File: config.mk
export PLATFORM = sky130hd
export DESIGN_NAME = lv_lbist_seq_flat
export DESIGN_NICKNAME = d
export VERILOG_FILES = /design/src/rtl/lv_lbist_seq_if.sv /design/src/rtl/lv_lbist_seq.sv /design/src/flat_wrapper.sv
export SDC_FILE = /design/constraint.sdc
export NUM_CORES = 1
export LEC_CHECK = 0
export ABC_AREA = 0
export ABC_CLOCK_PERIOD_IN_PS = 2880
export CAP_MARGIN = 10
export CELL_PAD_IN_SITES_DETAIL_PLACEMENT = 1
export CELL_PAD_IN_SITES_GLOBAL_PLACEMENT = 1
export CORE_MARGIN = 2
export CORE_UTILIZATION = 45
export DETAILED_ROUTE_END_ITERATION = 8
export MAX_ROUTING_LAYER = met4
export PLACE_DENSITY_LB_ADDON = 0.1
export REMOVE_ABC_BUFFERS = 1
export SLEW_MARGIN = 20
export SYNTH_ARGS = -nofsm -noshare
export SYNTH_HDL_FRONTEND = slang
export SYNTH_SLANG_ARGS = --single-unit
File: constraint.sdc
create_clock -name i_clk -period 2.88 [get_ports i_clk]
set_input_delay 0.72 -clock i_clk [delete_from_list [all_inputs] [get_ports i_clk]]
set_output_delay 0.72 -clock i_clk [all_outputs]
set_load 0.05 [all_outputs]
File: src/rtl/lv_lbist_seq_if.sv
// rtl/lv_lbist_seq_if.sv - req/ack/err handshake bundle between the LBIST sequencer and its test channels
interface lv_lbist_seq_if #(
   parameter int CH_NUM = 2
);
   logic [CH_NUM-1:0] ch_req;
   logic [CH_NUM-1:0] ch_ack;
   logic [CH_NUM-1:0] ch_err;

   modport master (output ch_req, input ch_ack, input ch_err);
   modport slave  (input ch_req, output ch_ack, output ch_err);
endinterface

File: src/rtl/lv_lbist_seq.sv
// rtl/lv_lbist_seq.sv - LV logic-BIST sequencer running CH_NUM req/ack test channels in order
module lv_lbist_seq #(
   parameter int CH_NUM  = 2,
   parameter int CNT_W   = 4,
   parameter int TMO_CYC = 1000
) (
   input  logic                    i_clk,
   input  logic                    i_rst_n,
   input  logic                    i_bist_en,
   input  logic [CH_NUM*CNT_W-1:0] i_ch_req_num,
   input  logic [CH_NUM*CNT_W-1:0] i_ch_ok_th,
   lv_lbist_seq_if.master          ch_if,
   output logic                    o_busy,
   output logic                    o_done,
   output logic                    o_fail,
   output logic [CH_NUM-1:0]       o_ch_fail,
   output logic                    o_tmo
);
   localparam int TMO_W = $clog2(TMO_CYC + 1);
   localparam int IDX_W = (CH_NUM > 1) ? $clog2(CH_NUM) : 1;
   localparam logic [IDX_W-1:0] LAST_IDX = IDX_W'(CH_NUM - 1);
   localparam logic [TMO_W-1:0] TMO_LAST = TMO_W'(TMO_CYC - 1);

   typedef enum logic [2:0] {S_IDLE, S_REQ, S_WAIT, S_NEXT, S_DONE} state_t;

   state_t             state_q, state_d;
   logic [IDX_W-1:0]   idx_q, idx_d;
   logic [CNT_W-1:0]   req_cnt_q, req_cnt_d;
   logic [CNT_W-1:0]   ok_cnt_q, ok_cnt_d;
   logic [TMO_W-1:0]   tmo_cnt_q, tmo_cnt_d;
   logic [CNT_W-1:0]   req_num_q [CH_NUM];
   logic [CNT_W-1:0]   req_num_d [CH_NUM];
   logic [CNT_W-1:0]   ok_th_q [CH_NUM];
   logic [CNT_W-1:0]   ok_th_d [CH_NUM];
   logic [CH_NUM-1:0]  ch_req_q, ch_req_d;
   logic [CH_NUM-1:0]  ch_fail_q, ch_fail_d;
   logic               tmo_q, tmo_d;
   logic               fail_q, fail_d;
   logic               done_q, done_d;
   logic               run_active;

   assign run_active = (state_q == S_REQ) || (state_q == S_WAIT) || (state_q == S_NEXT);

   // State and datapath registers; config is only written in IDLE so it stays frozen for the run
   always_ff @(posedge i_clk or negedge i_rst_n) begin
      if (!i_rst_n) begin
         state_q   <= S_IDLE;
         idx_q     <= '0;
         req_cnt_q <= '0;
         ok_cnt_q  <= '0;
         tmo_cnt_q <= '0;
         ch_req_q  <= '0;
         ch_fail_q <= '0;
         tmo_q     <= 1'b0;
         fail_q    <= 1'b0;
         done_q    <= 1'b0;
         for (int k = 0; k < CH_NUM; k++) begin
            req_num_q[k] <= '0;
            ok_th_q[k]   <= '0;
         end
      end else begin
         state_q   <= state_d;
         idx_q     <= idx_d;
         req_cnt_q <= req_cnt_d;
         ok_cnt_q  <= ok_cnt_d;
         tmo_cnt_q <= tmo_cnt_d;
         ch_req_q  <= ch_req_d;
         ch_fail_q <= ch_fail_d;
         tmo_q     <= tmo_d;
         fail_q    <= fail_d;
         done_q    <= done_d;
         req_num_q <= req_num_d;
         ok_th_q   <= ok_th_d;
      end
   end

   // Next-state and next-value logic; abort overrides every in-run decision
   always_comb begin
      state_d   = state_q;
      idx_d     = idx_q;
      req_cnt_d = req_cnt_q;
      ok_cnt_d  = ok_cnt_q;
      tmo_cnt_d = tmo_cnt_q;
      ch_req_d  = ch_req_q;
      ch_fail_d = ch_fail_q;
      tmo_d     = tmo_q;
      fail_d    = fail_q;
      done_d    = 1'b0;
      req_num_d = req_num_q;
      ok_th_d   = ok_th_q;

      case (state_q)
         S_IDLE: begin
            if (i_bist_en) begin
               for (int k = 0; k < CH_NUM; k++) begin
                  req_num_d[k] = i_ch_req_num[k*CNT_W +: CNT_W];
                  ok_th_d[k]   = i_ch_ok_th[k*CNT_W +: CNT_W];
               end
               ch_fail_d = '0;
               tmo_d     = 1'b0;
               fail_d    = 1'b0;
               idx_d     = '0;
               state_d   = (i_ch_req_num[CNT_W-1:0] == '0) ? S_NEXT : S_REQ;
            end
         end
         S_REQ: begin
            ch_req_d        = '0;
            ch_req_d[idx_q] = 1'b1;
            tmo_cnt_d       = '0;
            state_d         = S_WAIT;
         end
         S_WAIT: begin
            if (ch_if.ch_ack[idx_q]) begin
               // An ack in the final timeout cycle still counts as a normal ack
               ch_req_d  = '0;
               req_cnt_d = req_cnt_q + 1'b1;
               if (!ch_if.ch_err[idx_q]) begin
                  ok_cnt_d = ok_cnt_q + 1'b1;
               end
               state_d = (req_cnt_q + 1'b1 == req_num_q[idx_q]) ? S_NEXT : S_REQ;
            end else if (tmo_cnt_q == TMO_LAST) begin
               ch_req_d         = '0;
               ch_fail_d[idx_q] = 1'b1;
               tmo_d            = 1'b1;
               state_d          = S_NEXT;
            end else begin
               tmo_cnt_d = tmo_cnt_q + 1'b1;
            end
         end
         S_NEXT: begin
            if (ok_cnt_q < ok_th_q[idx_q]) begin
               ch_fail_d[idx_q] = 1'b1;
            end
            req_cnt_d = '0;
            ok_cnt_d  = '0;
            if (idx_q == LAST_IDX) begin
               state_d = S_DONE;
               done_d  = 1'b1;
               fail_d  = |ch_fail_d;
            end else begin
               idx_d   = idx_q + IDX_W'(1);
               state_d = (req_num_q[idx_d] == '0) ? S_NEXT : S_REQ;
            end
         end
         S_DONE: begin
            if (!i_bist_en) begin
               state_d = S_IDLE;
            end
         end
         default: state_d = S_IDLE;
      endcase

      if (run_active && !i_bist_en) begin
         state_d   = S_IDLE;
         idx_d     = '0;
         req_cnt_d = '0;
         ok_cnt_d  = '0;
         tmo_cnt_d = '0;
         ch_req_d  = '0;
         ch_fail_d = '0;
         tmo_d     = 1'b0;
         fail_d    = 1'b0;
         done_d    = 1'b0;
      end
   end

   assign ch_if.ch_req = ch_req_q;
   assign o_busy       = run_active;
   assign o_done       = done_q;
   assign o_fail       = fail_q;
   assign o_ch_fail    = ch_fail_q;
   assign o_tmo        = tmo_q;
endmodule

File: src/flat_wrapper.sv
// flat-port wrapper written by rule: the top's interface ports become plain ports
module lv_lbist_seq_flat 
#(
   parameter int CH_NUM  = 2,
   parameter int CNT_W   = 4,
   parameter int TMO_CYC = 1000
)
  (i_clk, i_rst_n, i_bist_en, i_ch_req_num, i_ch_ok_th, o_busy, o_done, o_fail, o_ch_fail, o_tmo, ch_if_ch_req, ch_if_ch_ack, ch_if_ch_err);
  lv_lbist_seq_if #(.CH_NUM(CH_NUM)) ch_if_i ();
  input  logic i_clk;
  input  logic i_rst_n;
  input  logic i_bist_en;
  input  logic [CH_NUM*CNT_W-1:0] i_ch_req_num;
  input  logic [CH_NUM*CNT_W-1:0] i_ch_ok_th;
  output logic o_busy;
  output logic o_done;
  output logic o_fail;
  output logic [CH_NUM-1:0] o_ch_fail;
  output logic o_tmo;
  output wire logic [$bits(ch_if_i.ch_req)-1:0] ch_if_ch_req;
  input wire logic [$bits(ch_if_i.ch_ack)-1:0] ch_if_ch_ack;
  input wire logic [$bits(ch_if_i.ch_err)-1:0] ch_if_ch_err;
  assign ch_if_ch_req = ch_if_i.ch_req;
  assign ch_if_i.ch_ack = ch_if_ch_ack;
  assign ch_if_i.ch_err = ch_if_ch_err;
  lv_lbist_seq #(.CH_NUM(CH_NUM), .CNT_W(CNT_W), .TMO_CYC(TMO_CYC)) u_core (.i_clk(i_clk), .i_rst_n(i_rst_n), .i_bist_en(i_bist_en), .i_ch_req_num(i_ch_req_num), .i_ch_ok_th(i_ch_ok_th), .ch_if(ch_if_i), .o_busy(o_busy), .o_done(o_done), .o_fail(o_fail), .o_ch_fail(o_ch_fail), .o_tmo(o_tmo));
endmodule
==> impl_metrics.json <==
{
  "slew_headroom": 0.6201,
  "grt-ovfl-total": 0,
  "grt_pass1_vias": 2105,
  "grt_max_degree": 46,
  "seq_area_frac_synth": 0.4294,
  "synth_area_mm2": 0.002623,
  "ant_nets": 0,
  "p_sw_frac": 0.2923,
  "worst_slew_pin_slew_ps": 569.9,
  "antenna_cells": 0,
  "die_h_um": 80.34,
  "regArea_mm2": 0.001126,
  "outcome": "finished clean",
  "cp.arrival_ps": 1760,
  "cts_buffers": 5,
  "cp_cell_sequence": "o21ba_2 > clkdlybuf4s50_1",
  "die-width_um": 80.34,
  "yosysWarnings": 0,
  "htreeDepth": 2,
  "hold_buffers": 0,
  "nFillCells": 632,
  "final_max_slew_viol_count": 0,
  "clk_pin_slew_ps": 90,
  "period_minus_slack_ps": 2475,
  "finalSetupTns_ps": 0,
  "postCtsSetupRepairBufs": 0,
  "gp_congestion": 0.8254,
  "area_growth_pct": 18.61,
  "ys.flop_type": "dfrtp_1",
  "grt_usage": 0.2067,
  "wl_per_cell_um": 16.90,
  "drtPass1Iterations": 4,
  "viasPerCell": 5.846,
  "dp_hpwl_um": 4224,
  "grt_setup_unrepaired": "no",
  "synth_edf_count": 0,
  "worstPathBufferInverterCount": 1,
  "async_reset_ff_frac": 1.000,
  "vdd_drop_max_v": 0.0002342,
  "wirelength_um": 5915,
  "avgSynthCellArea_um2": 10.70,
  "core_mm2": 0.005574,
  "clk-insertion-delay-late_ps": 300,
  "die-area_mm2": 0.006455,
  "leakage_uw": 0.001253,
  "drt_iter0_drc": 97,
  "antenna_found_initial": 0,
  "startpoint_type": "flip-flop",
  "drv_cap": 0,
  "cp_max_fo": 4,
  "path_class": "flip-flop to output pin",
  "io_buffers": 30,
  "combPwrFrac": 0.247,
  "crit_family": "buffers and inverters",
  "clkPwrFrac": 0.298,
  "start_util": 0.4705,
  "p_switching_uw": 495.7,
  "power_density_mw_per_mm2": 545.1,
  "cp.required_ps": 2160,
  "setup_viol": 0,
  "p_int_uw": 1200,
  "endpoint_kind": "output pin",
  "min_path_type": "input port to async pin",
  "cts_sinks": 45,
  "synth-seq-cells": 45,
  "clk_path_buf_depth": 2,
  "finalHoldViolCount": 0,
  "fmax_mhz": 404.0,
  "multi_input_area_mm2": 0.001389,
  "grt_pass1_wl_um": 10180,
  "ys_types": 59,
  "hold_ws_ps": 497.9,
  "root_buffer": "clkbuf_8",
  "cts_tree": "yes",
  "slowest_delay_ps": 810,
  "synthCells": 245,
  "critPathSlowestCell": "clkdlybuf4s50_1",
  "vias": 2046,
  "drive_gt1_frac": 0.1655,
  "power_frac_seq": 0.455,
  "finalCritPeriodShare": 0.8594,
  "drc": 0,
  "nNetsFinal": 306,
  "rows": 27,
  "ctsResizeCount": 0,
  "ios": 31,
  "skew_ps": 6.559
}
==> registers in the layout, summed over array words and instances, names as in the netlist <==
name	count
u_core.req_num_q	8
u_core.ch_if.ch_req	2
u_core.state_q	3
u_core.tmo_cnt_q	10
u_core.o_done	1
u_core.idx_q	1
u_core.o_ch_fail	2
u_core.o_tmo	1
u_core.ok_th_q	8
u_core.o_fail	1
u_core.req_cnt_q	4
u_core.ok_cnt_q	4
==> synth_stat cells (all sizes together) (2+ instances only) <==
master | number | area share
a22oi | 4 | 0.011
nor2 | 7 | 0.012
nand2b | 3 | 0.0072
nand2 | 14 | 0.020
o211ai | 3 | 0.0086
a21boi | 3 | 0.0086
nor3 | 3 | 0.0095
nor4 | 2 | 0.0095
a211o | 2 | 0.0067
o21ai | 15 | 0.029
o21bai | 2 | 0.0057
a21oi | 9 | 0.017
o41ai | 4 | 0.013
and3 | 6 | 0.014
mux2i | 13 | 0.051
nand4bb | 2 | 0.015
nor2b | 4 | 0.0095
a31oi | 6 | 0.014
inv | 6 | 0.0086
or4 | 4 | 0.011
dfrtp | 45 | 0.43
nand3 | 11 | 0.021
buf | 12 | 0.030
mux2 | 18 | 0.079
nand4 | 2 | 0.0048
nor4b | 5 | 0.017
ha | 6 | 0.029
or4b | 2 | 0.0076
o22ai | 2 | 0.0048
xor2 | 2 | 0.0067
xnor2 | 5 | 0.017
a22o | 3 | 0.010
clkbuf | 2 | 0.0029
==> metal layers <==
| metal | wire (um) | vias up | track usage |
|---|---|---|---|
| li1 | - | 989 | - |
| met1 | 2792 | 1022 | 0.2707 |
| met2 | 2901 | 30 | 0.3442 |
| met3 | 178 | 5 | 0.03371 |
| met4 | 42 | 0 | 0.03559 |
| met5 | 0 | - | - |
==> logic make-up after synthesis <==
| group | after synthesis | share of synthesized area |
|---|---|---|
| xor gates and xnor gates | 7 | 0.02338 |
| DFF | 45 | 0.4294 |
| adders and majority gates | 6 | 0.02863 |
| buffers and inverters | 20 | 0.04103 |
| and+or+nand+nor | 73 | 0.1856 |
| muxes | 31 | 0.1298 |
| AOI/OAI and AO/OA | 63 | 0.1622 |
==> final timing paths <==
check,from,endpoint,slack (ps),cells past startpoint
max,u_core.state_q[2],o_busy,400,2
min,i_rst_n,u_core.tmo_cnt_q[8],500,2
max reg2reg,u_core.idx_q,u_core.tmo_cnt_q[2],640,5
min reg2reg,u_core.tmo_cnt_q[9],u_core.tmo_cnt_q[9],510,1
max in group asynchronous,i_rst_n,u_core.ok_cnt_q[2],2000,2
min in group i_clk,u_core.tmo_cnt_q[9],u_core.tmo_cnt_q[9],510,1
==> stage by stage <==
step	power, uW	utilization	instances	worst slack, ps	area, um2
2_1_floorplan	1055	-	231	898.4	2537
3_3_place_gp	1194	0.5365	342	374.2	2990
3_5_place_dp	1210	0.5365	342	316.5	2990
4_1_cts	1719	0.5580	350	394.6	3110
5_1_grt	1793	0.5580	350	353.4	3110
6_report	1696	0.5580	350	405.0	3110
==> final cells by class <==
cell class | count | share of cell area
inverter | 6 | 0.007241
multi-input combinational | 180 | 0.4465
tap | 72 | 0.02896
timing repair buffer | 39 | 0.1167
clock buffer | 6 | 0.02655
sequential | 45 | 0.3620
clock inverter | 2 | 0.01207
==> power groups by stage <==
| stage | Clock, uW | Combinational (uW) | Sequential (uW) |
|---|---|---|---|
| after floorplan | 0 | 250 | 805 |
| after global placement | 0 | 412 | 782 |
| after detailed placement | 0 | 425 | 785 |
| after CTS | 520 | 426 | 773 |
| after global routing | 543 | 465 | 785 |
| final | 506 | 418 | 772 |
==> cells in the final DEF, fill, tap and decap left out, drive strengths merged, types with 2 or more instances in the layout <==
| cell | synthesis | final |
|---|---|---|
| xnor2 | 5 | 5 |
| nand4 | 2 | 2 |
| or4b | 2 | 2 |
| xor2 | 2 | 2 |
| nor4b | 5 | 5 |
| nor3 | 3 | 3 |
| nand4bb | 2 | 2 |
| a22o | 3 | 3 |
| o22ai | 2 | 2 |
| o211ai | 3 | 3 |
| nand3 | 11 | 11 |
| clkdlybuf4s50 | 0 | 29 |
| inv | 6 | 6 |
| dfrtp | 45 | 45 |
| mux2 | 18 | 18 |
| o41ai | 4 | 4 |
| a22oi | 4 | 4 |
| o21ai | 15 | 15 |
| and3 | 6 | 6 |
| nand2 | 14 | 14 |
| a211o | 2 | 2 |
| mux2i | 13 | 13 |
| nor2b | 4 | 4 |
| a21oi | 9 | 9 |
| buf | 12 | 10 |
| nand2b | 3 | 3 |
| o21bai | 2 | 2 |
| or4 | 4 | 4 |
| clkbuf | 2 | 6 |
| ha | 6 | 6 |
| nor2 | 7 | 7 |
| a31oi | 6 | 6 |
| a21boi | 3 | 3 |
| nor4 | 2 | 2 |
(Power assumes the default switching activity.)
